[src/rtl/alu_sequencer_if.sv]
// rtl/alu_sequencer_if.sv - button/switch inputs and operand/result outputs of the ALU sequencer
interface alu_sequencer_if;
    logic       btn_do;
    logic [7:0] sw_data;
    logic [3:0] sw_sel;
    logic [7:0] alu_y;
    logic [7:0] a_reg;
    logic [7:0] b_reg;
    logic [3:0] sel_reg;
    logic [7:0] y_reg;
    logic       y_valid;
    logic [1:0] state;
    logic       busy;
    logic       press;
    logic [7:0] op_count;

    modport slave (
        input  btn_do, sw_data, sw_sel, alu_y,
        output a_reg, b_reg, sel_reg, y_reg, y_valid, state, busy, press, op_count
    );

    modport master (
        output btn_do, sw_data, sw_sel, alu_y,
        input  a_reg, b_reg, sel_reg, y_reg, y_valid, state, busy, press, op_count
    );
endinterface

[src/rtl/alu_sequencer.sv]
// rtl/alu_sequencer.sv - debounced push-button sequencer: load A, load B/select, execute, show
module alu_sequencer #(
    parameter int DEBOUNCE_CYCLES = 250000,
    parameter int ALU_LAT         = 1
) (
    input  logic           clk,
    input  logic           reset,
    alu_sequencer_if.slave bus
);
    localparam int CW = (DEBOUNCE_CYCLES > 2) ? $clog2(DEBOUNCE_CYCLES) : 1;
    localparam int EW = (ALU_LAT > 1) ? $clog2(ALU_LAT) : 1;
    localparam logic [CW-1:0] DB_MAX    = CW'(DEBOUNCE_CYCLES - 1);
    localparam logic [EW-1:0] EXEC_INIT = EW'(ALU_LAT - 1);

    typedef enum logic [1:0] {
        ST_LOAD_A = 2'b00,
        ST_LOAD_B = 2'b01,
        ST_EXEC   = 2'b10,
        ST_SHOW   = 2'b11
    } state_t;

    logic          r_s1;
    logic          r_s2;
    logic          r_stable;
    logic          r_stable_d;
    logic [CW-1:0] r_db_cnt;
    state_t        r_state;
    logic [EW-1:0] r_exec_cnt;
    logic [7:0]    r_a;
    logic [7:0]    r_b;
    logic [3:0]    r_sel;
    logic [7:0]    r_y;
    logic          r_y_valid;
    logic [7:0]    r_op_count;

    state_t        w_next_state;
    logic          w_press;
    logic          w_ld_a;
    logic          w_ld_b;
    logic          w_capture;

    assign w_press = r_stable & ~r_stable_d;

    // Synchroniser and debouncer; the counter only runs while s2 disagrees with the accepted level.
    always_ff @(posedge clk) begin
        if (!reset) begin
            r_s1       <= 1'b0;
            r_s2       <= 1'b0;
            r_stable   <= 1'b0;
            r_stable_d <= 1'b0;
            r_db_cnt   <= '0;
        end else begin
            r_s1       <= bus.btn_do;
            r_s2       <= r_s1;
            r_stable_d <= r_stable;
            if (r_s2 == r_stable) begin
                r_db_cnt <= '0;
            end else if (r_db_cnt == DB_MAX) begin
                r_stable <= r_s2;
                r_db_cnt <= '0;
            end else begin
                r_db_cnt <= r_db_cnt + 1'b1;
            end
        end
    end

    always_comb begin
        w_next_state = r_state;
        w_ld_a       = 1'b0;
        w_ld_b       = 1'b0;
        w_capture    = 1'b0;
        case (r_state)
            ST_LOAD_A: if (w_press) begin
                w_ld_a       = 1'b1;
                w_next_state = ST_LOAD_B;
            end
            ST_LOAD_B: if (w_press) begin
                w_ld_b       = 1'b1;
                w_next_state = ST_EXEC;
            end
            ST_EXEC: if (r_exec_cnt == '0) begin
                w_capture    = 1'b1;
                w_next_state = ST_SHOW;
            end
            ST_SHOW: if (w_press) begin
                w_next_state = ST_LOAD_A;
            end
            default: w_next_state = ST_LOAD_A;
        endcase
    end

    always_ff @(posedge clk) begin
        if (!reset) begin
            r_state    <= ST_LOAD_A;
            r_exec_cnt <= '0;
            r_a        <= '0;
            r_b        <= '0;
            r_sel      <= '0;
            r_y        <= '0;
            r_y_valid  <= 1'b0;
            r_op_count <= '0;
        end else begin
            r_state <= w_next_state;
            if (w_ld_a) begin
                r_a       <= bus.sw_data;
                r_y_valid <= 1'b0;
            end
            if (w_ld_b) begin
                r_b        <= bus.sw_data;
                r_sel      <= bus.sw_sel;
                r_exec_cnt <= EXEC_INIT;
            end else if (r_state == ST_EXEC && r_exec_cnt != '0) begin
                r_exec_cnt <= r_exec_cnt - 1'b1;
            end
            if (w_capture) begin
                r_y        <= bus.alu_y;
                r_y_valid  <= 1'b1;
                r_op_count <= r_op_count + 8'd1;
            end
        end
    end

    assign bus.a_reg    = r_a;
    assign bus.b_reg    = r_b;
    assign bus.sel_reg  = r_sel;
    assign bus.y_reg    = r_y;
    assign bus.y_valid  = r_y_valid;
    assign bus.state    = r_state;
    assign bus.busy     = (r_state == ST_EXEC);
    assign bus.press    = w_press;
    assign bus.op_count = r_op_count;
endmodule

[src/flat_wrapper.sv]
// flat-port wrapper written by rule: the top's interface ports become plain ports
module alu_sequencer_flat 
#(
    parameter int DEBOUNCE_CYCLES = 250000,
    parameter int ALU_LAT         = 1
)
  (clk, reset, bus_btn_do, bus_sw_data, bus_sw_sel, bus_alu_y, bus_a_reg, bus_b_reg, bus_sel_reg, bus_y_reg, bus_y_valid, bus_state, bus_busy, bus_press, bus_op_count);
  alu_sequencer_if bus_i ();
  input  logic clk;
  input  logic reset;
  input wire logic [$bits(bus_i.btn_do)-1:0] bus_btn_do;
  input wire logic [$bits(bus_i.sw_data)-1:0] bus_sw_data;
  input wire logic [$bits(bus_i.sw_sel)-1:0] bus_sw_sel;
  input wire logic [$bits(bus_i.alu_y)-1:0] bus_alu_y;
  output wire logic [$bits(bus_i.a_reg)-1:0] bus_a_reg;
  output wire logic [$bits(bus_i.b_reg)-1:0] bus_b_reg;
  output wire logic [$bits(bus_i.sel_reg)-1:0] bus_sel_reg;
  output wire logic [$bits(bus_i.y_reg)-1:0] bus_y_reg;
  output wire logic [$bits(bus_i.y_valid)-1:0] bus_y_valid;
  output wire logic [$bits(bus_i.state)-1:0] bus_state;
  output wire logic [$bits(bus_i.busy)-1:0] bus_busy;
  output wire logic [$bits(bus_i.press)-1:0] bus_press;
  output wire logic [$bits(bus_i.op_count)-1:0] bus_op_count;
  assign bus_i.btn_do = bus_btn_do;
  assign bus_i.sw_data = bus_sw_data;
  assign bus_i.sw_sel = bus_sw_sel;
  assign bus_i.alu_y = bus_alu_y;
  assign bus_a_reg = bus_i.a_reg;
  assign bus_b_reg = bus_i.b_reg;
  assign bus_sel_reg = bus_i.sel_reg;
  assign bus_y_reg = bus_i.y_reg;
  assign bus_y_valid = bus_i.y_valid;
  assign bus_state = bus_i.state;
  assign bus_busy = bus_i.busy;
  assign bus_press = bus_i.press;
  assign bus_op_count = bus_i.op_count;
  alu_sequencer #(.DEBOUNCE_CYCLES(DEBOUNCE_CYCLES), .ALU_LAT(ALU_LAT)) u_core (.clk(clk), .reset(reset), .bus(bus_i));
endmodule
[config.mk]
export PLATFORM = sky130hd
export DESIGN_NAME = alu_sequencer_flat
export DESIGN_NICKNAME = d
export VERILOG_FILES = /design/src/rtl/alu_sequencer_if.sv /design/src/rtl/alu_sequencer.sv /design/src/flat_wrapper.sv
export SDC_FILE = /design/constraint.sdc
export NUM_CORES = 1
export LEC_CHECK = 0
export BUFFER_PORTS_ARGS = -buffer_cell sky130_fd_sc_hd__clkbuf_2
export CAP_MARGIN = 5
export CORE_MARGIN = 3
export CORE_UTILIZATION = 40
export DETAILED_ROUTE_END_ITERATION = 16
export SLEW_MARGIN = 20
export SYNTH_ARGS = -nofsm -noshare
export SYNTH_HDL_FRONTEND = slang
export SYNTH_SLANG_ARGS = --single-unit
[constraint.sdc]
create_clock -name clk -period 2.4 [get_ports clk]
set_input_delay 0 -clock clk [delete_from_list [all_inputs] [get_ports clk]]
set_output_delay 0 -clock clk [all_outputs]
set_load 0.05 [all_outputs]
==> results of run 1 <==
metal layers:
metal / share of wire [%] / up-vias / wire length [um]
li1: - / 1143 / -
met1: 44 / 1017 / 2520
met2: 48 / 58 / 2780
met3: 6.1 / 11 / 353
met4: 1.9 / 0 / 107
met5: 0 / - / 0
layout by cell type (no fill, tap or decap), types with 6 or more instances in the layout:
cell type      Yosys  layout
nand2_1           63      63
clkbuf_2           0      63
dfxtp_1           62      62
a21boi_0          29      29
nor2_1            21      21
dlygate4sd3_1      0      21
xnor2_1           19      19
nand3_1           13      13
clkbuf_8           0      11
and2_1            10      10
nand4_1            8       8
ha_1               7       7
inv_1              6       6
nor3_1             6       6
Yosys cell counts, types with 2 or more instances:
cell type and count:
dfxtp_1 62, clkbuf_1 12, ha_1 7, xnor2_1 19, and3_1 3, xor2_1 3, nand4_1 8, o21ai_0 3
nand2_1 63, nor3_1 6, a21oi_1 4, inv_1 6, nor4_1 5, a21boi_0 29, nand3_1 13, nor2b_1 5
nor2_1 21, and2_1 10, mux2i_1 2
final timing paths:
check | startpoint | slack [ns] | to
worst max register to register | u_core.bus.state[0]$_SDFFE_PN0P_ | 0.55 | u_core.bus.op_count[7]$_SDFFE_PN0P_
worst min register to register | u_core.r_s1$_SDFF_PN0_ | 0.45 | u_core.r_s2$_SDFF_PN0_
worst max-delay path | u_core.bus.state[0]$_SDFFE_PN0P_ | 0.55 | u_core.bus.op_count[7]$_SDFFE_PN0P_
worst min-delay path | reset | 0.20 | u_core.r_stable$_SDFFE_PN0P_
critical path, cell delays in order (launching register included):
cell,delay [ns]
dfxtp_1,0.34
inv_1,0.13
ha_1,0.29
nor2b_1,0.50
nand4_1,0.19
xnor2_1,0.16
and2_1,0.15
power by group through the flow:
stage,logic [W],registers [W],clock network [W]
floorplan,0.000101,0.00113,0
global placement,0.000220,0.00108,0
detailed placement,0.000224,0.00108,0
CTS,0.000251,0.00106,0.000945
global route,0.000275,0.00106,0.000985
finish,0.000252,0.00106,0.000920
stage by stage:
step / worst slack [ns] / total power [W] / instances
floorplan: 0.137 / 0.00123 / 291
finish: 0.547 / 0.00223 / 458
global placement: 0.662 / 0.00130 / 421
detailed placement: 0.549 / 0.00130 / 421
CTS: 0.536 / 0.00225 / 458
global route: 0.317 / 0.00232 / 458
kinds of logic (layout without fill, tap and decap cells):
kind of cell / Yosys count / count (layout) / share of synthesized area (%)
and+or+nand+nor: 141 / 141 / 26.5
adders and majority gates: 7 / 7 / 3.42
buffers and inverters: 19 / 111 / 2.83
AOI/OAI and AO/OA: 38 / 38 / 10.5
muxes: 2 / 2 / 0.782
xor gates and xnor gates: 22 / 22 / 7.53
DFF: 62 / 62 / 48.5
area by class of cell:
cell class                      count  area (um^2)
Timing Repair Buffer               89          563
Sequential cell                    62         1240
Inverter                            6         22.5
Clock inverter                      4         45.0
Fill cell                         583         2690
Multi-Input combinational cell    210         1250
Tap cell                           75         93.8
Clock buffer                       12          155
==> summary.txt, run 1 <==
Run status
  • Outcome: finished clean

STA
  • Final hold violations: 0
  • Setup TNS: 0 ns
  • Final Cycle Share: 77.2%
  • RSZ-0062 raised after global routing: no
  • Max Slew Vio Count: 0
  • Setup-failing EPs final: 0
  • Final hold slack: between 0.15 and 0.2 ns
  • Maximum clock frequency: ~540 MHz
  • Worst Clk Skew: approximately 0.0048 ns
  • Slew at the pin closest to its max-slew limit: 0.545 ns
  • Final Critical Period: between 1.5 and 2 ns
  • Slew margin rel.: around 64%

Worst hold path
  • Hold Path Stages: 3
  • Hold Crit Class: in -> reg

Drt
  • DRC violations left: 0
  • Vias: approximately 2200
  • Final WL: ~5.8 mm
  • Drt first pass iters: 4
  • Number of nets still failing antenna checks after routing: 0
  • Via/cell ratio: 4.87
  • DR WL/cell: around 13 um
  • DR iter-0 viols: a little under 60

Cells and area
  • Antenna diodes: 0
  • Top reg by flops: u_core.r_db_cnt
  • Max reg flops: 18
  • Final core utilization: a little under three fifths
  • Final net count: 408
  • Ratio of cells with drive above 1 in the final layout: 22.5%
  • Area delta synth->final: 31.5%
  • Layout Cell Area excl Fill: about 3400 um^2

Pwr
  • Clk pwr share: approximately two fifths
  • Leak: between 1 and 1.5 nW
  • Switching Fraction: 25.1%
  • Logic gate share of total power: between 10% and 20%
  • VDD IR max: approximately 0.42 mV
  • Sequential Power Share: a little under half
  • Internal power: between 0.0015 and 0.002 W
  • Power Density: 662 nW/um^2
  • Net Sw Power: between 0.0005 and 0.0006 W

Synth
  • Area leader, netlist: dfxtp_1
  • Number of synthesized flops with an enable pin: 0
  • Largest cells by area after synthesis: dfxtp_1, nand2_1, a21boi_0
  • #FFs+latches synth: 62
  • Netlist Area Pre-Place: roughly 2600 um^2
  • Ys Warns: 0
  • Synth cell types: 29
  • Syn Nets: 321
  • Avg Synthesized Cell Area: about 8.8 um^2
  • Sequential fraction of the synthesis area: 48.5%
  • Synth Flop Type: dfxtp_1
  • Post-Syn Instances: slightly below 300
  • Async S/R FF share, synth: 0%
  • Post-synth top area share: about half

Clock network
  • CTS tree: done
  • H-tree Lvls: 3
  • Hold_buf cts: 21
  • Reg clk slew, reported paths: around 0.060 ns
  • Clk buf depth: 2
  • Worst-Skew Late Latency: around 0.33 ns
  • # Post-CTS Setup Buffers: 0
  • Post-CTS resize count: 0
  • Clk root buf: clkbuf_8
  • CTS Buf Count: 9
  • Clock sink count: 62

Setup path
  • Crit end category: register
  • Arr. time, crit path: 2.08 ns
  • R2R depth: 6
  • Worst-path maximum fanout: 8
  • CP required: around 2.6 ns
  • Critical path class: reg -> reg
  • Critical path startpoint category: register

Global routing
  • M2 GR Usage: 26.8%
  • GRT met3 Usage: between 6 and 7%
  • Largest net degree at the start of global routing: 25
  • Total GRT Usage: about 17%
  • Vias in the first global route: 2255
  • Initial antenna violation count: 0
  • Grt met1 use: between 10% and 20%
  • First-pass GRT wire length: 9.81 mm
  • GR peak layer: met2
  • GRT overflow: 0

Placement
  • Routability congestion estimate: 0.780
  • Cell Area, Placed: 2960 um^2
  • Hpwl dp: approximately 3.8 mm
  • Port Buffer Count: 63

Floorplanning
  • Core area: 6060 um^2
  • Row cnt: 28
  • Die Footprint: ~7400 um^2
  • Ports: 64
  • Chip Width: between 80 and 90 um
  • Initial Util: a little over two fifths
  • Die H: approximately 86 um

Run
  • Max-cap violations: 0
Power figures use the tool's default switching activity.
==> inputs of run 2 (changes only) <==
Settings changed: PLACE_DENSITY from default to 0.65.
Clock period 2.4 ns to 1.7 ns, I/O delays scaled along.
==> summary.txt, run 2 (synthesis results as in run 1) <==
STA
  • RSZ-0062 raised after global routing: no
  • Worst Clk Skew: a little under 0.008 ns
  • Max Slew Vio Count: 0
  • Slew margin rel.: 69.3%
  • Final Cycle Share: between 90% and 100%
  • Slew at the pin closest to its max-slew limit: between 0.4 and 0.5 ns
  • Maximum clock frequency: 633 MHz
  • Final Critical Period: between 1.5 and 2 ns
  • Setup TNS: 0 ns
  • Final hold violations: 0
  • Final hold slack: slightly below 0.04 ns
  • Setup-failing EPs final: 0

Clock network
  • Worst-Skew Late Latency: about 0.33 ns
  • Reg clk slew, reported paths: roughly 0.070 ns
  • CTS Buf Count: 9
  • Clock sink count: slightly above 60
  • CTS tree: done
  • Clk buf depth: 2
  • H-tree Lvls: 3
  • Clk root buf: clkbuf_8

Drt
  • Drt first pass iters: 4
  • DRC violations left: 0
  • Final WL: just under 6 mm
  • Vias: around 2300
  • DR WL/cell: between 10 and 15 um
  • Via/cell ratio: 4.87
  • Number of nets still failing antenna checks after routing: 0
  • DR iter-0 viols: between 70 and 80

Setup path
  • Critical path startpoint category: register
  • CP required: slightly below 2 ns
  • CP cell instances: nand3_1, or4_4, or3_1, a21oi_1
  • Crit-path max cell delay: 0.51 ns
  • Crit end category: register
  • Crit-path leading delay family: simple AND/OR/NAND/NOR gates
  • Critical path class: reg -> reg
  • Worst-path maximum fanout: 4
  • CP max-delay cell: or4_4
  • Bufs and invs on worst path: 0
  • Arr. time, crit path: approximately 1.8 ns

Floorplanning
  • Chip Width: roughly 86 um
  • Row cnt: 28
  • Die Footprint: between 7000 and 8000 um^2
  • Initial Util: approximately 42%
  • Ports: 64
  • Die H: about 86 um
  • Core area: roughly 6000 um^2

Cells and area
  • Final std cells w/o fill: around 470
  • Register area: ~1300 um^2
  • Multi-input gate area: around 1300 um^2
  • Top reg by flops: u_core.r_db_cnt
  • Antenna diodes: 0
  • Most frequent cells in the layout: nand2_1, clkbuf_2, dfxtp_1
  • Area delta synth->final: 37.2%
  • Final net count: 419
  • Filler cells: 564
  • Max reg flops: 18
  • Ratio of cells with drive above 1 in the final layout: 27.7%
  • Final core utilization: just under 60%

Pwr
  • Leak: ~1.4 nW
  • Clk pwr share: between 40 and 50%
  • Tot Pwr: ~0.0033 W
  • Switching Fraction: 24.0%
  • VDD IR max: between 0.6 and 0.7 mV
  • Internal power: between 0.002 and 0.003 W
  • Power Density: 937 nW/um^2
  • Net Sw Power: about 0.00079 W
  • Sequential Power Share: a little under half
  • Logic gate share of total power: 11.0%

Run
  • Max-cap violations: 0

Global routing
  • Total GRT Usage: between 10% and 20%
  • Initial antenna violation count: 0
  • Largest net degree at the start of global routing: 38
  • GRT overflow: 0
  • Vias in the first global route: ~2300
  • First-pass GRT wire length: a little over 10 mm

Placement
  • Post-Place Cells: roughly 430
  • Port Buffer Count: 63
  • Hpwl dp: roughly 4 mm
  • Routability congestion estimate: approximately 0.91

Run status
  • Outcome: finished clean

Worst hold path
  • Hold Crit Class: in -> reg
run 2: power groups by stage:
stage                     combinational (W)  clock, W  sequential, W
after floorplan                    0.000151         0        0.00159
final                              0.000362   0.00143        0.00150
after global placement             0.000315         0        0.00153
after CTS                          0.000362   0.00147        0.00150
after detailed placement           0.000324         0        0.00153
after global routing               0.000400   0.00155        0.00150
run 2: per-stage QoR:
step,instance area [um^2],setup WS (ns)
after CTS,3490,0.0701
after global placement,3050,0.118
final,3510,0.120
after floorplan,2580,0.00476
after global routing,3510,0.00818
after detailed placement,3050,0.0775
run 2: worst paths after layout:
| kind | from | end | slack [ns] | cells after the start |
|---|---|---|---|---|
| max | u_core.r_db_cnt[10]$_SDFF_PP0_ | u_core.r_db_cnt[15]$_SDFF_PP0_ | 0.12 | 4 |
| min | reset | u_core.bus.b_reg[1]$_SDFFE_PN0P_ | 0.04 | 2 |
| max reg2reg | u_core.r_db_cnt[10]$_SDFF_PP0_ | u_core.r_db_cnt[15]$_SDFF_PP0_ | 0.12 | 4 |
| min reg2reg | u_core.r_s1$_SDFF_PN0_ | u_core.r_s2$_SDFF_PN0_ | 0.42 | 1 |
run 2: per-layer routing:
layer  vias to the layer above  global-route usage [%]  share of wire (%)
met5                         -                       0                  0
met4                         0                    7.63                1.9
met3                        12                    4.90                4.9
met2                        55                    28.0                 49
met1                      1054                    21.0                 44
li1                       1163                       -                  -
run 2: final cells by class:
type,count,share of cell area [%]
clock buffers,14,5.52
well taps,75,2.67
inverters,6,0.641
clock inverters,2,0.997
flip-flops and latches,62,35.6
multi-input cells,210,36.2
repair buffers,100,18.4
run 2: repair_timing:
item,4_1_cts,5_1_grt
resized for setup,0,8
hold endpoints to repair,29,0
setup buffers,0,1
endpoints found under the setup margin,0,20
hold buffers,21,0
run 2: worst register-to-register path: stages, from the launching register on:
cell	delay, ns
dfxtp_1	0.38
nand3_1	0.13
or4_4	0.51
or3_1	0.36
a21oi_1	0.14
